### config.mk
export PLATFORM = sky130hd
export DESIGN_NAME = wbconsole_ng
export DESIGN_NICKNAME = d
export VERILOG_FILES = /design/src/rtl/wbconsole_ng.sv
export SDC_FILE = /design/constraint.sdc
export NUM_CORES = 1
export LEC_CHECK = 0
export ABC_AREA = 1
export CELL_PAD_IN_SITES_DETAIL_PLACEMENT = 0
export CELL_PAD_IN_SITES_GLOBAL_PLACEMENT = 1
export CORE_MARGIN = 2
export CORE_UTILIZATION = 35
export CTS_CLUSTER_DIAMETER = 200
export DETAILED_ROUTE_END_ITERATION = 16
export GPL_TIMING_DRIVEN = 0
export PLACE_DENSITY = 0.64
export SLEW_MARGIN = 0
export SYNTH_ARGS = -nofsm -noshare
export SYNTH_HDL_FRONTEND = slang
export SYNTH_SLANG_ARGS = --single-unit
### constraint.sdc
create_clock -name i_clk -period 3.37 [get_ports i_clk]
set_input_delay 0.337 -clock i_clk [delete_from_list [all_inputs] [get_ports i_clk]]
set_output_delay 0.337 -clock i_clk [all_outputs]
set_load 0.03 [all_outputs]
### src/rtl/wbconsole_ng.sv
// Wishbone console: RX/TX first-word-fall-through FIFOs between a bus slave and a UART core.
// Defining WBCONSOLE_RX_TIMEOUT_EN compiles in the RX idle timeout.

module wbconsole_ng_fifo #(
    parameter int DW     = 8,
    parameter int LGFLEN = 5
) (
    input  logic              clk,
    input  logic              rst,
    input  logic              clr,
    input  logic              wr,
    input  logic              rd,
    input  logic [DW-1:0]     din,
    output logic [DW-1:0]     head,
    output logic [LGFLEN:0]   fill,
    output logic              empty,
    output logic              full
);
    localparam logic [LGFLEN:0] DEPTH = (LGFLEN+1)'(1 << LGFLEN);

    logic [DW-1:0]     mem [0:(1<<LGFLEN)-1];
    logic [LGFLEN-1:0] wptr, rptr;

    always_ff @(posedge clk)
        if (wr) mem[wptr] <= din;

    // wr/rd arrive pre-qualified by the owner, so a write into a full FIFO only
    // happens together with a read of the same slot's old contents.
    always_ff @(posedge clk or posedge rst) begin
        if (rst) begin
            wptr <= '0;
            rptr <= '0;
            fill <= '0;
        end else if (clr) begin
            wptr <= '0;
            rptr <= '0;
            fill <= '0;
        end else begin
            if (wr) wptr <= wptr + 1'b1;
            if (rd) rptr <= rptr + 1'b1;
            fill <= fill + (LGFLEN+1)'(wr) - (LGFLEN+1)'(rd);
        end
    end

    assign head  = mem[rptr];
    assign empty = (fill == '0);
    assign full  = (fill == DEPTH);
endmodule

module wbconsole_ng #(
    parameter int DW     = 8,
    parameter int LGFLEN = 5
) (
    input  logic          i_clk,
    input  logic          i_reset,
    input  logic          i_wb_cyc,
    input  logic          i_wb_stb,
    input  logic          i_wb_we,
    input  logic [1:0]    i_wb_addr,
    input  logic [31:0]   i_wb_data,
    input  logic [3:0]    i_wb_sel,
    output logic          o_wb_stall,
    output logic          o_wb_ack,
    output logic [31:0]   o_wb_data,
    output logic          o_uart_stb,
    output logic [DW-1:0] o_uart_data,
    input  logic          i_uart_busy,
    input  logic          i_uart_stb,
    input  logic [DW-1:0] i_uart_data,
    output logic          o_rx_int,
    output logic          o_rxfifo_int,
    output logic          o_tx_int,
    output logic          o_txfifo_int,
    output logic          o_rxto_int
);
    localparam logic [LGFLEN:0] HALF = (LGFLEN+1)'(1 << (LGFLEN-1));

    typedef enum logic [1:0] {A_SETUP = 2'd0, A_FIFO = 2'd1, A_RXREG = 2'd2, A_TXREG = 2'd3} addr_t;

    addr_t             reg_sel;
    logic              stb, wr_stb, rd_stb, ack;
    logic              setup_wr, rx_clr, tx_clr, rx_ovf_clr, tx_ovf_clr;
    logic              rx_push, rx_pop, rx_drop, tx_req, tx_push, tx_drain, tx_drop;
    logic              rx_empty, rx_full, tx_empty, tx_full;
    logic              rx_ovf, tx_ovf, rx_tof;
    logic [LGFLEN:0]   rx_fill, tx_fill;
    logic [DW-1:0]     rx_head, tx_head;
    logic [15:0]       tmo;
    logic [31:0]       rdata;
    logic              unused_bits;

    assign reg_sel  = addr_t'(i_wb_addr);
    assign stb      = i_wb_cyc && i_wb_stb;
    assign wr_stb   = stb && i_wb_we;
    assign rd_stb   = stb && !i_wb_we;

    assign setup_wr   = wr_stb && (reg_sel == A_SETUP) && (i_wb_sel[1:0] == 2'b11);
    assign rx_ovf_clr = wr_stb && (reg_sel == A_RXREG) && i_wb_sel[1] && i_wb_data[9];
    assign tx_ovf_clr = wr_stb && (reg_sel == A_TXREG) && i_wb_sel[1] && i_wb_data[9];
    assign rx_clr     = setup_wr || (wr_stb && (reg_sel == A_RXREG) && i_wb_sel[1] && i_wb_data[12]);
    assign tx_clr     = setup_wr || (wr_stb && (reg_sel == A_TXREG) && i_wb_sel[1] && i_wb_data[12]);

    assign rx_pop   = rd_stb && (reg_sel == A_RXREG) && i_wb_sel[0] && !rx_empty;
    assign rx_push  = i_uart_stb && (!rx_full || rx_pop);
    assign rx_drop  = i_uart_stb && rx_full && !rx_pop;

    assign tx_drain = !tx_empty && !i_uart_busy;
    assign tx_req   = wr_stb && (reg_sel == A_TXREG) && i_wb_sel[0];
    assign tx_push  = tx_req && (!tx_full || tx_drain);
    assign tx_drop  = tx_req && tx_full && !tx_drain;

    wbconsole_ng_fifo #(.DW(DW), .LGFLEN(LGFLEN)) rx_fifo (
        .clk(i_clk), .rst(i_reset), .clr(rx_clr), .wr(rx_push), .rd(rx_pop),
        .din(i_uart_data), .head(rx_head), .fill(rx_fill), .empty(rx_empty), .full(rx_full)
    );

    wbconsole_ng_fifo #(.DW(DW), .LGFLEN(LGFLEN)) tx_fifo (
        .clk(i_clk), .rst(i_reset), .clr(tx_clr), .wr(tx_push), .rd(tx_drain),
        .din(i_wb_data[DW-1:0]), .head(tx_head), .fill(tx_fill), .empty(tx_empty), .full(tx_full)
    );

    // A drop in the same cycle as a software clear leaves the flag set: that character is lost.
    always_ff @(posedge i_clk or posedge i_reset) begin
        if (i_reset) begin
            rx_ovf <= 1'b0;
            tx_ovf <= 1'b0;
        end else begin
            if (setup_wr)        rx_ovf <= 1'b0;
            else if (rx_drop)    rx_ovf <= 1'b1;
            else if (rx_ovf_clr) rx_ovf <= 1'b0;
            if (setup_wr)        tx_ovf <= 1'b0;
            else if (tx_drop)    tx_ovf <= 1'b1;
            else if (tx_ovf_clr) tx_ovf <= 1'b0;
        end
    end

`ifdef WBCONSOLE_RX_TIMEOUT_EN
    logic [15:0] tcnt;

    // tcnt counts idle cycles with data waiting; the flag fires on the cycle it reaches tmo.
    always_ff @(posedge i_clk or posedge i_reset) begin
        if (i_reset) begin
            tmo    <= '0;
            tcnt   <= '0;
            rx_tof <= 1'b0;
        end else begin
            if (setup_wr) tmo <= i_wb_data[15:0];
            if (rx_push || rx_pop || rx_empty || rx_clr) tcnt <= '0;
            else if (tcnt != 16'hffff)                   tcnt <= tcnt + 16'd1;
            if (rx_clr || rx_pop)
                rx_tof <= 1'b0;
            else if (!rx_push && !rx_empty && (tmo != '0) && (tcnt + 16'd1 == tmo))
                rx_tof <= 1'b1;
        end
    end
`else
    assign tmo    = '0;
    assign rx_tof = 1'b0;
`endif

    always_comb begin
        rdata = '0;
        case (reg_sel)
            A_SETUP: rdata[15:0] = tmo;
            A_FIFO: begin
                rdata[16 +: LGFLEN+1] = tx_fill;
                rdata[LGFLEN:0]       = rx_fill;
            end
            A_RXREG: begin
                rdata[DW-1:0] = rx_head;
                rdata[8]      = rx_empty;
                rdata[9]      = rx_ovf;
                rdata[10]     = rx_tof;
            end
            default: begin
                rdata[8]  = tx_full;
                rdata[9]  = tx_ovf;
                rdata[10] = i_uart_busy || !tx_empty;
            end
        endcase
    end

    always_ff @(posedge i_clk or posedge i_reset) begin
        if (i_reset) begin
            ack       <= 1'b0;
            o_wb_data <= '0;
        end else begin
            ack <= stb;
            if (stb) o_wb_data <= rdata;
        end
    end

    assign o_wb_ack     = ack && i_wb_cyc;
    assign o_wb_stall   = 1'b0;
    assign o_uart_stb   = !tx_empty;
    assign o_uart_data  = tx_head;
    assign o_rx_int     = !rx_empty;
    assign o_rxfifo_int = (rx_fill >= HALF);
    assign o_tx_int     = !tx_full;
    assign o_txfifo_int = (tx_fill < HALF);
    assign o_rxto_int   = rx_tof;
    assign unused_bits  = ^{i_wb_data, i_wb_sel};
endmodule

==> results of run 1 <==
[per-layer routing]
| metal | wire (µm) | part of all wire (%) | up-vias |
|---|---|---|---|
| li1 | - | - | 7426 |
| met1 | 28900 | 42 | 7745 |
| met2 | 33800 | 50 | 446 |
| met3 | 3290 | 4.8 | 119 |
| met4 | 2070 | 3.0 | 0 |
| met5 | 0 | 0 | - |
[sequential cells by signal, summed over array words and instances (netlist names), 5 cells and up]
register and cells:
rx_fifo.mem 256, tx_fifo.mem 256, o_wb_data 17, rx_fifo.fill 6, tx_fifo.fill 6, rx_fifo.rptr 5, rx_fifo.wptr 5, tx_fifo.rptr 5
tx_fifo.wptr 5
[report_power, final]
part           internal [mW]  switching, mW  total (mW)
registers               8.03          0.240        8.27
logic                   1.95           4.79        6.74
clock network           3.48           2.71        6.20
total                   13.5           7.74        21.2
[layout by cell type (no fill, tap or decap), types with 21 or more instances in the layout]
cell type        Yosys  layout
clkbuf_16            0      58
clkbuf_1            40      33
o22ai_1             40      40
dfrtp_1             52      52
nand2_1            475     475
o211ai_1            29      29
edfxtp_1           512     512
o21ai_0            163     163
nand3_1            144     144
buf_2               52      50
nor2_1             261     260
clkdlybuf4s50_1      0      46
ha_1                34      34
buf_4               18      21
inv_1               68      66
a21oi_1             49      49
[cell usage after synthesis (29+ instances only)]
cell type,n,share of area [%]
o211ai_1,29,0.92
ha_1,34,1.8
nand2_1,475,7.5
edfxtp_1,512,65
a21oi_1,49,1.0
inv_1,68,1.1
dfrtp_1,52,5.5
buf_2,52,1.1
clkbuf_1,40,0.63
nand3_1,144,3.0
o21ai_0,163,3.4
o22ai_1,40,1.1
nor2_1,261,4.1
[final cells by class]
type | count | area, µm² | area share [%]
Sequential cell | 564 | 16700 | 61.0
Multi-Input combinational cell | 1299 | 6170 | 22.6
Clock buffer | 76 | 1560 | 5.71
Tap cell | 873 | 1090 | 4.00
Buffer | 116 | 657 | 2.40
Timing Repair Buffer | 62 | 604 | 2.21
Inverter | 80 | 305 | 1.12
Clock inverter | 32 | 256 | 0.939
[kinds of logic after synthesis]
logic type | Yosys count
AOI/OAI and AO/OA | 315
buffers and inverters | 196
DFF | 564
and+or+nand+nor | 926
adders and majority gates | 36
other | 1
xor gates and xnor gates | 5
[worst paths after layout]
path	cells past startpoint	to	slack (ps)
worst max-delay path	9	o_uart_data[6]	40
worst min-delay path	2	tx_fifo.fill[4]	100
min in group i_clk	1	tx_fifo.mem[19][0]	320
worst max register to register	10	rx_fifo.mem[16][0]	310
worst min register to register	2	o_wb_data[1]	480
max in group asynchronous	3	o_wb_data[3]	2680
[per-stage QoR]
| stage | hold slack (ps) | util (%) | cell area [µm²] |
|---|---|---|---|
| floorplan | 436 | - | 23700 |
| global placement | 472 | 37.9 | 25400 |
| detailed placement | 466 | 37.9 | 25400 |
| CTS | 88.9 | 40.7 | 27300 |
| global route | 136 | 40.7 | 27300 |
| finish | 105 | 40.7 | 27300 |
[timing repair]
item	in CTS	in global routing
pin swaps	1	4
buffers inserted	0	1
cloned	0	0
gates resized for setup	45	12
setup endpoints to repair	8	7
==> run summary, run 1 <==
Status - finished, final reports clean
Inserted Clock Buffers - 58
Skew-Pair Late Insertion Delay - 620 ps
Setup Crit Path Kind - register to primary output
WL final - 68000 µm
GPL Wtd Cong - 0.836
Worst Setup End Kind - primary output
Largest net degree at the start of global routing - 33
Max stage delay on crit path - 480 ps
Port buffer count - 59
Pleak - 9.91 nW
Worst setup path start - tx_fifo.rptr[1]
Met3 usage - 2.59%
WL per Instance - 21.9 µm
Initial Util - 35.3%
Worst relative slew slack - 8.71%
Yosys warning count - 0
First-pass GRT wire length - 101000 µm
# fillers - 6448
Max-slew violation count - 0
CP delay by family, top - buffers and inverters
DPL Wire Length - 44900 µm
Seq/Total Area, Yosys - 70.5%
Pwr/cell area - 776 mW/mm²
Async SR Flop Fraction - 9.22%
IR Drop Worst-Case VDD - 0.482 mV
Post-synthesis cell type count - 42
Vias in the first global route - 15300
CP Cell Sequence - buf_4 -> clkbuf_4 -> o21ai_0 -> o211ai_1 -> nand3_1 -> nand4_1 -> o21ai_1 -> inv_1 -> clkdlybuf4s15_2
Worst-Margin Slew - 1370 ps
Nets - 2270
Final worst slack - 41.8 ps
Die area - 0.0697 mm²
Setup_tns - 0 ps
Mapped Area - 0.0236 mm²
Largest family of logic cells by synthesized area - simple AND/OR/NAND/NOR gates
Syn_area_per_cell - 11.6 µm²
Clock Skew - 21.7 ps
H-tree depth - 2
DIE WIDTH - 264 µm
XOR/XNOR share of the synthesized area - 0.185%
Synthesis-to-layout area growth - 15.5%
Post-synthesis compound-gate area fraction - 7.50%
Fin crit period - 3330 ps
Met2 Track Usage GR - 33.5%
Unrepaired setup endpoints after global routing - false
DR vias - 15700
Core area - 0.0670 mm²
Max cap viols - 0
Hold Crit Class - input port to asynchronous set/reset pin
Final Cycle Share - 98.8%
Final hold viol count - 0
R2R Path Start - rx_fifo.fill[2]
Pwr Total - 21.2 mW
FF+latch count, synth - 564
Max frequency - 300 MHz
CTS sink count - 564
# IOs - 101
Cell count after synthesis - 2043
CTS max path bufs - 3
CTS tree - done
Share of layout cells above drive strength 1 - 9.87%
Worst path slowest cell - dfrtp_1
GR peak layer - met2
Pre-CTS setup slack - -454 ps
Non-Filler Instances - 3102
Synthesized-area fraction occupied by adder cells - 1.97%
Initial antenna violation count - 0
Initial drt markers - 1569
Worst Path Arrival - 2990 ps
ANT cells - 0
Crit-path max FO - 10
GRT Total Usage - 19.5%
Setup crit start kind - register
Via density - 5.07
DRC - 0
CP bufs+invs - 4
Pre-antenna DRT Iters - 8
Placed Cells incl. Taps - 2993
GRT overflow - 0
Mux share of post-synthesis cell area - 0%
Final number of setup-violating endpoints - 0
Clock-pin slew on the worst setup and hold paths - 60 ps
EDFF count, synth - 512
Dominant synthesized flop cell - edfxtp_1
Clock root cell - clkbuf_16
FP Rows - 95
Critical Path RT - 3030 ps
Die Height - 264 µm
Hold-fix buffers, CTS - 0
Met1 GRT Util - 25.5%
Simple-gate area share of the yosys netlist - 16.0%
Post-route ant nets - 0
No activity file was read; power rests on OpenSTA's default activity.
==> run 2: changes to the inputs <==
--- a/config.mk
+++ b/config.mk
@@ -11,3 +11,3 @@
 export CORE_MARGIN = 2
-export CORE_UTILIZATION = 35
+export CORE_UTILIZATION = 49
 export CTS_CLUSTER_DIAMETER = 200
@@ -15,3 +15,3 @@
 export GPL_TIMING_DRIVEN = 0
-export PLACE_DENSITY = 0.64
+export PLACE_DENSITY = 0.83
 export SLEW_MARGIN = 0
--- a/constraint.sdc
+++ b/constraint.sdc
@@ -3,2 +3,2 @@
 set_output_delay 0.337 -clock i_clk [all_outputs]
-set_load 0.03 [all_outputs]
+set_load 0.05 [all_outputs]
==> run summary, run 2 (synthesis results as in run 1) <==
DR vias - 16000 (+1.7%)
Worst relative slew slack - 4.94% (-3.8 points)
Most common cell after layout, fill and taps aside - edfxtp_1
Nets - 2267 (-0.13%)
Pre-antenna DRT Iters - 5 (-3)
Post-route ant nets - 0 (unchanged)
Clock root cell - clkbuf_16
H-tree depth - 2 (unchanged)
Final worst slack - 100 ps (+58.2 ps)
DIE WIDTH - 224 µm (-15%)
Top Registers - rx_fifo.mem x256, tx_fifo.mem x256, o_wb_data x17
Core area - 0.0476 mm² (-29%)
Die Height - 224 µm (-15%)
Placed Instance Area - 0.0251 mm² (-1.3%)
Max frequency - 306 MHz (+1.8%)
Initial drt markers - 1477 (-5.9%)
WL final - 63400 µm (-6.8%)
# fillers - 3921 (-39%)
Max-slew violation count - 0 (unchanged)
Clock-pin slew on the worst setup and hold paths - 60 ps (about the same)
DRC - 0 (unchanged)
Critical Path RT - 3030 ps (about the same)
First-pass GRT wire length - 94700 µm (-6.2%)
Worst Setup End Kind - primary output
Final number of setup-violating endpoints - 0 (unchanged)
Pleak - 9.87 nW (-0.35%)
Final Cycle Share - 97.0% (-1.7 points)
Clock Skew - 19.0 ps (-2.73 ps)
GRT Total Usage - 25.5% (+6.0 points)
Worst Reg2Reg Path Length in Cells - 10 (unchanged)
Initial antenna violation count - 0 (unchanged)
Worst-Margin Slew - 1420 ps (+56.5 ps)
Pre-CTS setup slack - -322 ps (+132 ps)
Via density - 5.64 (+11%)
Hold Crit Class - input port to asynchronous set/reset pin
Pwr/cell area - 796 mW/mm² (+2.5%)
Critical R2R Capture - rx_fifo.mem[28][3]
Post-CTS Setup Repair Bufs - 0 (unchanged)
Reg2Reg Setup Slack - 310 ps (about the same)
Seq. cell area - 0.0167 mm² (about the same)
Final instance area - 0.0269 mm² (-1.5%)
# IOs - 101 (unchanged)
R2R Path Start - rx_fifo.fill[2]
DPL Wire Length - 41700 µm (-7.1%)
Initial Util - 49.6% (+14 points)
GPL Wtd Cong - 0.926 (+11%)
WL per Instance - 22.3 µm (+1.9%)
Port buffer count - 59 (unchanged)
Most frequent cells in the layout - 512 x edfxtp_1, 475 x nand2_1, 260 x nor2_1
Synthesis-to-layout area growth - 13.8%
Final hold viol count - 0 (unchanged)
Fin crit period - 3270 ps (-58.2 ps)
Status - finished, final reports clean
Setup crit start kind - register
Largest net degree at the start of global routing - 34 (+3.0%)
Vias in the first global route - 15600 (+1.7%)
CTS sink count - 564 (unchanged)
Worst Path Arrival - 2930 ps (-60 ps)
Crit-path max FO - 10 (unchanged)
FP Rows - 80 (-16%)
Max cap viols - 0 (unchanged)
Share of layout cells above drive strength 1 - 9.53% (-0.34 points)
Skew-Pair Late Insertion Delay - 620 ps (about the same)
Inserted Clock Buffers - 57 (-1.7%)
Setup Crit Path Kind - register to primary output
CTS max path bufs - 3 (unchanged)
Area of the multi-input gates - 0.00615 mm² (-0.24%)
IR Drop Worst-Case VDD - 0.513 mV (+6.4%)
ANT cells - 0 (unchanged)
GRT overflow - 0 (unchanged)
CTS tree - done
Die area - 0.0500 mm² (-28%)
Unrepaired setup endpoints after global routing - false
[run 2: cell count changes in the layout (fill, tap and decap cells not counted), moves of 3 or more]
cell	delta
clkbuf_4	-7
clkinv_1	+7
clkinv_2	-6
dlygate4sd2_1	-3
bufinv_16	+4
buf_2	+9
clkbuf_8	-4
[run 2: per-layer routing]
| metal | part of all wire [%] | GRT usage (%) | vias to the layer above |
|---|---|---|---|
| met5 | 0 | 0 | - |
| met4 | 4.3 | 11.3 | 0 |
| met3 | 7.3 | 3.33 | 139 |
| met2 | 49 | 43.3 | 737 |
| met1 | 39 | 33.1 | 7704 |
| li1 | - | - | 7427 |
[run 2: report_power, final]
group	internal [mW]	switching [mW]	leakage [nW]
clock network	3.63	2.66	0.889
registers	8.03	0.237	5.26
logic	1.91	4.95	3.73
total	13.6	7.84	9.87
[run 2: repair_timing]
item,4_1_cts,5_1_grt
gates resized for setup,38,18
hold buffers,0,0
endpoints found under the setup margin,8,8
[run 2: metrics by stage]
step           utilization, %  power, mW  hold slack [ps]  instances  TNS [ps]
5_1_grt                  56.5       22.4              102       2839         0
3_5_place_dp             52.7       15.2              466       2734    -45250
6_report                 56.5       21.4             50.5       2839         0
2_1_floorplan               -       12.7              436       2059         0
3_3_place_gp             52.6       15.1              464       2733    -34180
4_1_cts                  56.6       21.4             44.1       2839         0
[run 2: final cells by class]
cell class / count / area share [%]
Timing Repair Buffer: 60 / 2.05
Sequential cell: 564 / 62.0
Tap cell: 615 / 2.86
Multi-Input combinational cell: 1299 / 22.9
Clock inverter: 37 / 1.39
Buffer: 116 / 2.31
Clock buffer: 68 / 5.45
Inverter: 80 / 1.13
[run 2: worst max-delay path by stage]
stage                    start  cells past startpoint  slack (ps)                  to
2_1_floorplan  tx_fifo.fill[4]                     16         280     tx_fifo.fill[4]
3_3_place_gp      i_wb_addr[0]                      9        -330  rx_fifo.mem[23][5]
3_5_place_dp      i_wb_addr[0]                     11        -320  rx_fifo.mem[30][1]
4_1_cts        tx_fifo.rptr[0]                     10           7      o_uart_data[2]
5_1_grt        tx_fifo.rptr[0]                     10           4      o_uart_data[1]
6_report       tx_fifo.rptr[1]                      9         100      o_uart_data[7]
[run 2: worst max-delay path: stages (launching register included)]
cell	delay, ps
dfrtp_2	450
clkbuf_4	260
buf_2	280
o21ai_0	130
o211ai_1	300
nand3_1	220
nand4_1	150
nand2_1	100
inv_1	60
clkdlybuf4s15_2	360
==> run 3: changes to the inputs <==
Settings changed: CTS_CLUSTER_DIAMETER 200 to unset.
==> results of run 3 <==
No change in the layout: final DEF, timing and power equal those of run 2.
